[src/rtl/reg_cmd_ctrl.sv]
// rtl/reg_cmd_ctrl.sv - command decoder between the UART RX byte stream and the register file
// Parses WR (opcode,addr,data) and RD (opcode,addr) frames; read data is returned to the TX FIFO.
module reg_cmd_ctrl #(
  parameter int                    DATA_WIDTH = 8,
  parameter int                    ADDR_WIDTH = 4,
  parameter logic [DATA_WIDTH-1:0] CMD_WR     = 8'hAA,
  parameter logic [DATA_WIDTH-1:0] CMD_RD     = 8'hBB,
  parameter int                    RD_TIMEOUT = 8
) (
  input  logic                  CLK,
  input  logic                  RST,
  input  logic [DATA_WIDTH-1:0] RX_P_Data,
  input  logic                  RX_D_VLD,
  input  logic [DATA_WIDTH-1:0] RdData,
  input  logic                  RdData_Valid,
  input  logic                  FIFO_FULL,
  output logic [ADDR_WIDTH-1:0] Address,
  output logic [DATA_WIDTH-1:0] WrData,
  output logic                  WrEn,
  output logic                  RdEn,
  output logic [DATA_WIDTH-1:0] TX_P_Data,
  output logic                  TX_D_VLD,
  output logic                  Busy,
  output logic                  CMD_ERR
);

  typedef enum logic [2:0] {
    IDLE    = 3'd0,
    WR_ADDR = 3'd1,
    WR_DATA = 3'd2,
    RD_ADDR = 3'd3,
    RD_WAIT = 3'd4,
    TX_SEND = 3'd5
  } state_t;

  // Counter holds cycles already spent in RD_WAIT; the last allowed cycle is RD_TIMEOUT-1.
  localparam logic [3:0] TO_LAST = 4'(RD_TIMEOUT - 1);

  state_t                  state, state_n;
  logic [3:0]              cnt, cnt_n;
  logic [ADDR_WIDTH-1:0]   addr_n;
  logic [DATA_WIDTH-1:0]   wdata_n, tx_data_n;
  logic                    wr_en_n, rd_en_n, tx_vld_n, err_n;

  always_ff @(posedge CLK or negedge RST) begin
    if (!RST) begin
      state     <= IDLE;
      cnt       <= '0;
      Address   <= '0;
      WrData    <= '0;
      WrEn      <= 1'b0;
      RdEn      <= 1'b0;
      TX_P_Data <= '0;
      TX_D_VLD  <= 1'b0;
      Busy      <= 1'b0;
      CMD_ERR   <= 1'b0;
    end else begin
      state     <= state_n;
      cnt       <= cnt_n;
      Address   <= addr_n;
      WrData    <= wdata_n;
      WrEn      <= wr_en_n;
      RdEn      <= rd_en_n;
      TX_P_Data <= tx_data_n;
      TX_D_VLD  <= tx_vld_n;
      Busy      <= (state_n != IDLE);
      CMD_ERR   <= err_n;
    end
  end

  always_comb begin
    state_n   = state;
    cnt_n     = cnt;
    addr_n    = Address;
    wdata_n   = WrData;
    tx_data_n = TX_P_Data;
    wr_en_n   = 1'b0;
    rd_en_n   = 1'b0;
    tx_vld_n  = 1'b0;
    err_n     = 1'b0;
    case (state)
      IDLE: begin
        if (RX_D_VLD) begin
          if (RX_P_Data == CMD_WR)      state_n = WR_ADDR;
          else if (RX_P_Data == CMD_RD) state_n = RD_ADDR;
          else                          err_n   = 1'b1;
        end
      end
      WR_ADDR: begin
        if (RX_D_VLD) begin
          addr_n  = RX_P_Data[ADDR_WIDTH-1:0];
          state_n = WR_DATA;
        end
      end
      WR_DATA: begin
        if (RX_D_VLD) begin
          wdata_n = RX_P_Data;
          wr_en_n = 1'b1;
          state_n = IDLE;
        end
      end
      RD_ADDR: begin
        if (RX_D_VLD) begin
          addr_n  = RX_P_Data[ADDR_WIDTH-1:0];
          rd_en_n = 1'b1;
          cnt_n   = '0;
          state_n = RD_WAIT;
        end
      end
      RD_WAIT: begin
        // Stray RX bytes are dropped; read data still wins over the timeout.
        err_n = RX_D_VLD;
        if (RdData_Valid) begin
          tx_data_n = RdData;
          cnt_n     = '0;
          state_n   = TX_SEND;
        end else if (cnt == TO_LAST) begin
          err_n   = 1'b1;
          cnt_n   = '0;
          state_n = IDLE;
        end else begin
          cnt_n = cnt + 4'd1;
        end
      end
      TX_SEND: begin
        err_n = RX_D_VLD;
        if (!FIFO_FULL) begin
          tx_vld_n = 1'b1;
          state_n  = IDLE;
        end
      end
      default: state_n = IDLE;
    endcase
  end

endmodule

[config.mk]
export PLATFORM = sky130hd
export DESIGN_NAME = reg_cmd_ctrl
export DESIGN_NICKNAME = d
export VERILOG_FILES = /design/src/rtl/reg_cmd_ctrl.sv
export SDC_FILE = /design/constraint.sdc
export NUM_CORES = 1
export LEC_CHECK = 0
export ABC_AREA = 1
export CORE_MARGIN = 5
export CORE_UTILIZATION = 25
export CTS_BUF_LIST = sky130_fd_sc_hd__clkbuf_16
export DETAILED_ROUTE_END_ITERATION = 10
export GPL_TIMING_DRIVEN = 0
export PLACE_DENSITY_LB_ADDON = 0.12
export SLEW_MARGIN = 20
export SYNTH_ARGS = -nofsm -noshare
export SYNTH_HDL_FRONTEND = slang
export SYNTH_SLANG_ARGS = --single-unit
[constraint.sdc]
create_clock -name CLK -period 1.65 [get_ports CLK]
set_clock_uncertainty 0.15 [all_clocks]
set_input_delay 0.2475 -clock CLK [delete_from_list [all_inputs] [get_ports CLK]]
set_output_delay 0.2475 -clock CLK [all_outputs]
set_load 0.01 [all_outputs]
==> results by group <==
Place
  – Gp weighted congestion: 0.699
  – Port Buf Inserts: 44
  – Placed cell area: 2050 um^2
  – Placed cells: 291
  – Post-DP HPWL: 2790 um

Floorplan
  – Die span in y: 87.2 um
  – Core Box Area: 5850 um^2
  – Row cnt: 28
  – Die width: 87.2 um
  – Initial Util: 0.254
  – Number of I/O pins: 46
  – Die area: 7600 um^2

Timing
  – Pins Over Slew Limit: 0
  – Slew margin rel.: 0.774
  – RSZ-0062 raised after global routing: no
  – Worst-Margin Slew: 0.340 ns
  – Fin. Hold Viols: 0
  – Fin crit share: 0.952
  – F_max: 637 MHz
  – Setup violations, final: 0
  – Min Tclk post-route: 1.57 ns

Logic synthesis
  – Leading post-synthesis cells by cell area: dfrtp_1, nand2_1, nand3_1
  – Synth warn: 0
  – Register bit count reported by yosys: 32
  – Post-synthesis area per instance: 8.71 um^2
  – Cell area after synthesis: 1490 um^2
  – Synth Instances: 171
  – Syn Nets: 193
  – Seq/Total Area, Yosys: 0.538
  – Top cell type's share of synthesized area: 0.538
  – Area leader, netlist: dfrtp_1
  – Yosys cell types: 25

Clock network
  – Post-CTS Setup Bufs: 0
  – CTS buffer count: 5
  – Post-CTS Resized: 0
  – CTS tree: yes
  – Clock root cell: clkbuf_16
  – Clk buf depth: 2
  – Worst-Skew Late Latency: 0.27 ns
  – Worst-path clk slew: 0.05 ns
  – CTS H-Tree Depth: 2
  – Clock sinks: 32

Setup path
  – Element type at the critical path end: output port
  – Worst R2R End: TX_P_Data[0]$_DFFE_PN0P_
  – Critical path fanouts, max: 2
  – Critical Path Start Type: flop
  – Slowest library cell on the worst path: clkdlybuf4s50_1
  – CP Data Required Time: 1.25 ns
  – FF-to-FF Start: state[0]$_DFF_PN0_
  – CP Buf/Inv Count: 1
  – Worst EP arrival: 1.17 ns
  – Critical path class: reg2out
  – Cell family contributing the most delay on the critical path: buffers and inverters
  – R2r setup slk: 0.16 ns
  – Max incr delay on CP: 0.56 ns
  – Cell Chain, Critical Path: clkdlybuf4s50_1
  – R2R depth: 6

Finish
  – Layout Cells excl Fill: 300
  – Synthesis-to-layout area growth: 49.1%
  – Most frequent cells in the layout: nand2_1, clkdlybuf4s50_1, dfrtp_1
  – Final net count: 246
  – N_diodes: 0
  – Register area: 801 um^2
  – Footprint of the multi-input gates: 598 um^2
  – Commonest non-fill, non-tap cell in the layout: nand2_1
  – Share of cells above drive strength 1: 0.160
  – Fillcell total: 603
  – Final instance area: 2220 um^2

Job
  – Max-cap violations: 0

Worst hold path
  – Min-delay src: RX_D_VLD
  – Hold Crit Class: in2reg
  – Min-Delay Endpoint: RdEn$_DFF_PN0_
  – WHS Path Cells: 3

GRT
  – Largest net degree at the start of global routing: 22
  – Number of global-route vias before repair: 1298
  – GRT Overall Usage: 0.108
  – First-pass GRT wire length: 6300 um
  – Total global routing overflow: 0
  – Initial antenna violation count: 0

Route
  – WL final: 3650 um
  – DR pass1 iterations: 4
  – Iter 0 DRT Violations: 40
  – Final antenna-violating net count: 0
  – Via count: 1257
  – Post-route DRC: 0
  – Wire per inst: 12.2 um
  – Via-per-instance ratio: 4.19

Power and ir drop
  – Total Power: 3900 uW
  – Power Density: 1760 nW/um^2
  – Leakage: 0.00112 uW
  – Worst VDD drop: 0.000510 V

Outcome
  – Status: complete, no violations
==> Yosys cell counts, drive strengths merged <==
cell type  count
a21oi          2
a22oi          1
and3           1
buf            2
dfrtp         32
ha             1
inv           19
nand2         67
nand3         13
nand4          1
nor2          13
nor3           2
nor4           1
o21ai         15
xnor2          1
==> stage by stage <==
stage | util | setup WS (ns) | hold WS, ns | setup TNS [ns]
after floorplan | - | 0.334 | -0.198 | 0
after global placement | 0.346 | -0.587 | 0.305 | -19.00
after detailed placement | 0.350 | -0.0671 | 0.0255 | -0.254
after CTS | 0.379 | 0.0622 | 0.192 | 0
after global routing | 0.379 | 0.0308 | 0.233 | 0
final | 0.379 | 0.0798 | 0.196 | 0
==> cell type report <==
type	instances	area share
Timing Repair Buffer	46	0.213
Clock inverter	3	0.0175
Sequential cell	32	0.361
Inverter	19	0.0333
Tap cell	75	0.0423
Multi-Input combinational cell	118	0.269
Buffer	2	0.00733
Clock buffer	5	0.0564
==> flip-flops by register name (all words and copies together) (netlist names), 3 cells and up <==
name / count
Address: 4
state: 3
WrData: 8
cnt: 4
TX_P_Data: 8
==> repair_timing <==
action / CTS / global route
endpoints found under the setup margin: 0 / 0
hold buffers: 1 / 0
hold endpoints to repair: 11 / 0
==> power by group <==
part           internal (uW)  leakage (uW)  switching, uW  total (uW)
sequential              1100      0.000415            206        1300
clock                    703     0.0000850            326        1030
combinational            772      0.000618            796        1570
==> how the worst max path moves through the flow <==
| stage | startpoint | endpoint | slack [ns] | depth (start not counted) |
|---|---|---|---|---|
| floorplan | state[0]$_DFF_PN0_ | TX_P_Data[0]$_DFFE_PN0P_ | 0.33 | 6 |
| global placement | RST | TX_P_Data[2]$_DFFE_PN0P_ | -0.59 | 1 |
| detailed placement | RX_P_Data[2] | Busy$_DFF_PN0_ | -0.07 | 10 |
| CTS | TX_P_Data[5]$_DFFE_PN0P_ | TX_P_Data[5] | 0.06 | 1 |
| global route | Address[3]$_DFFE_PN0P_ | Address[3] | 0.03 | 1 |
| finish | TX_P_Data[5]$_DFFE_PN0P_ | TX_P_Data[5] | 0.08 | 1 |
==> per-layer routing <==
metal	share of wire	GRT usage	up-vias
met1	0.46	0.138	576
met5	0	0	-
met4	0.015	0.0460	0
met2	0.46	0.167	29
met3	0.067	0.0360	6
li1	-	-	646
==> kinds of logic after synthesis <==
kind of cell,count (synthesis),share of synthesized area
buffers and inverters,21,0.0605
AOI/OAI and AO/OA,18,0.0798
xor gates and xnor gates,1,0.00588
adders and majority gates,1,0.00840
DFF,32,0.538
and+or+nand+nor,98,0.308
Power figures use the tool's default switching activity.
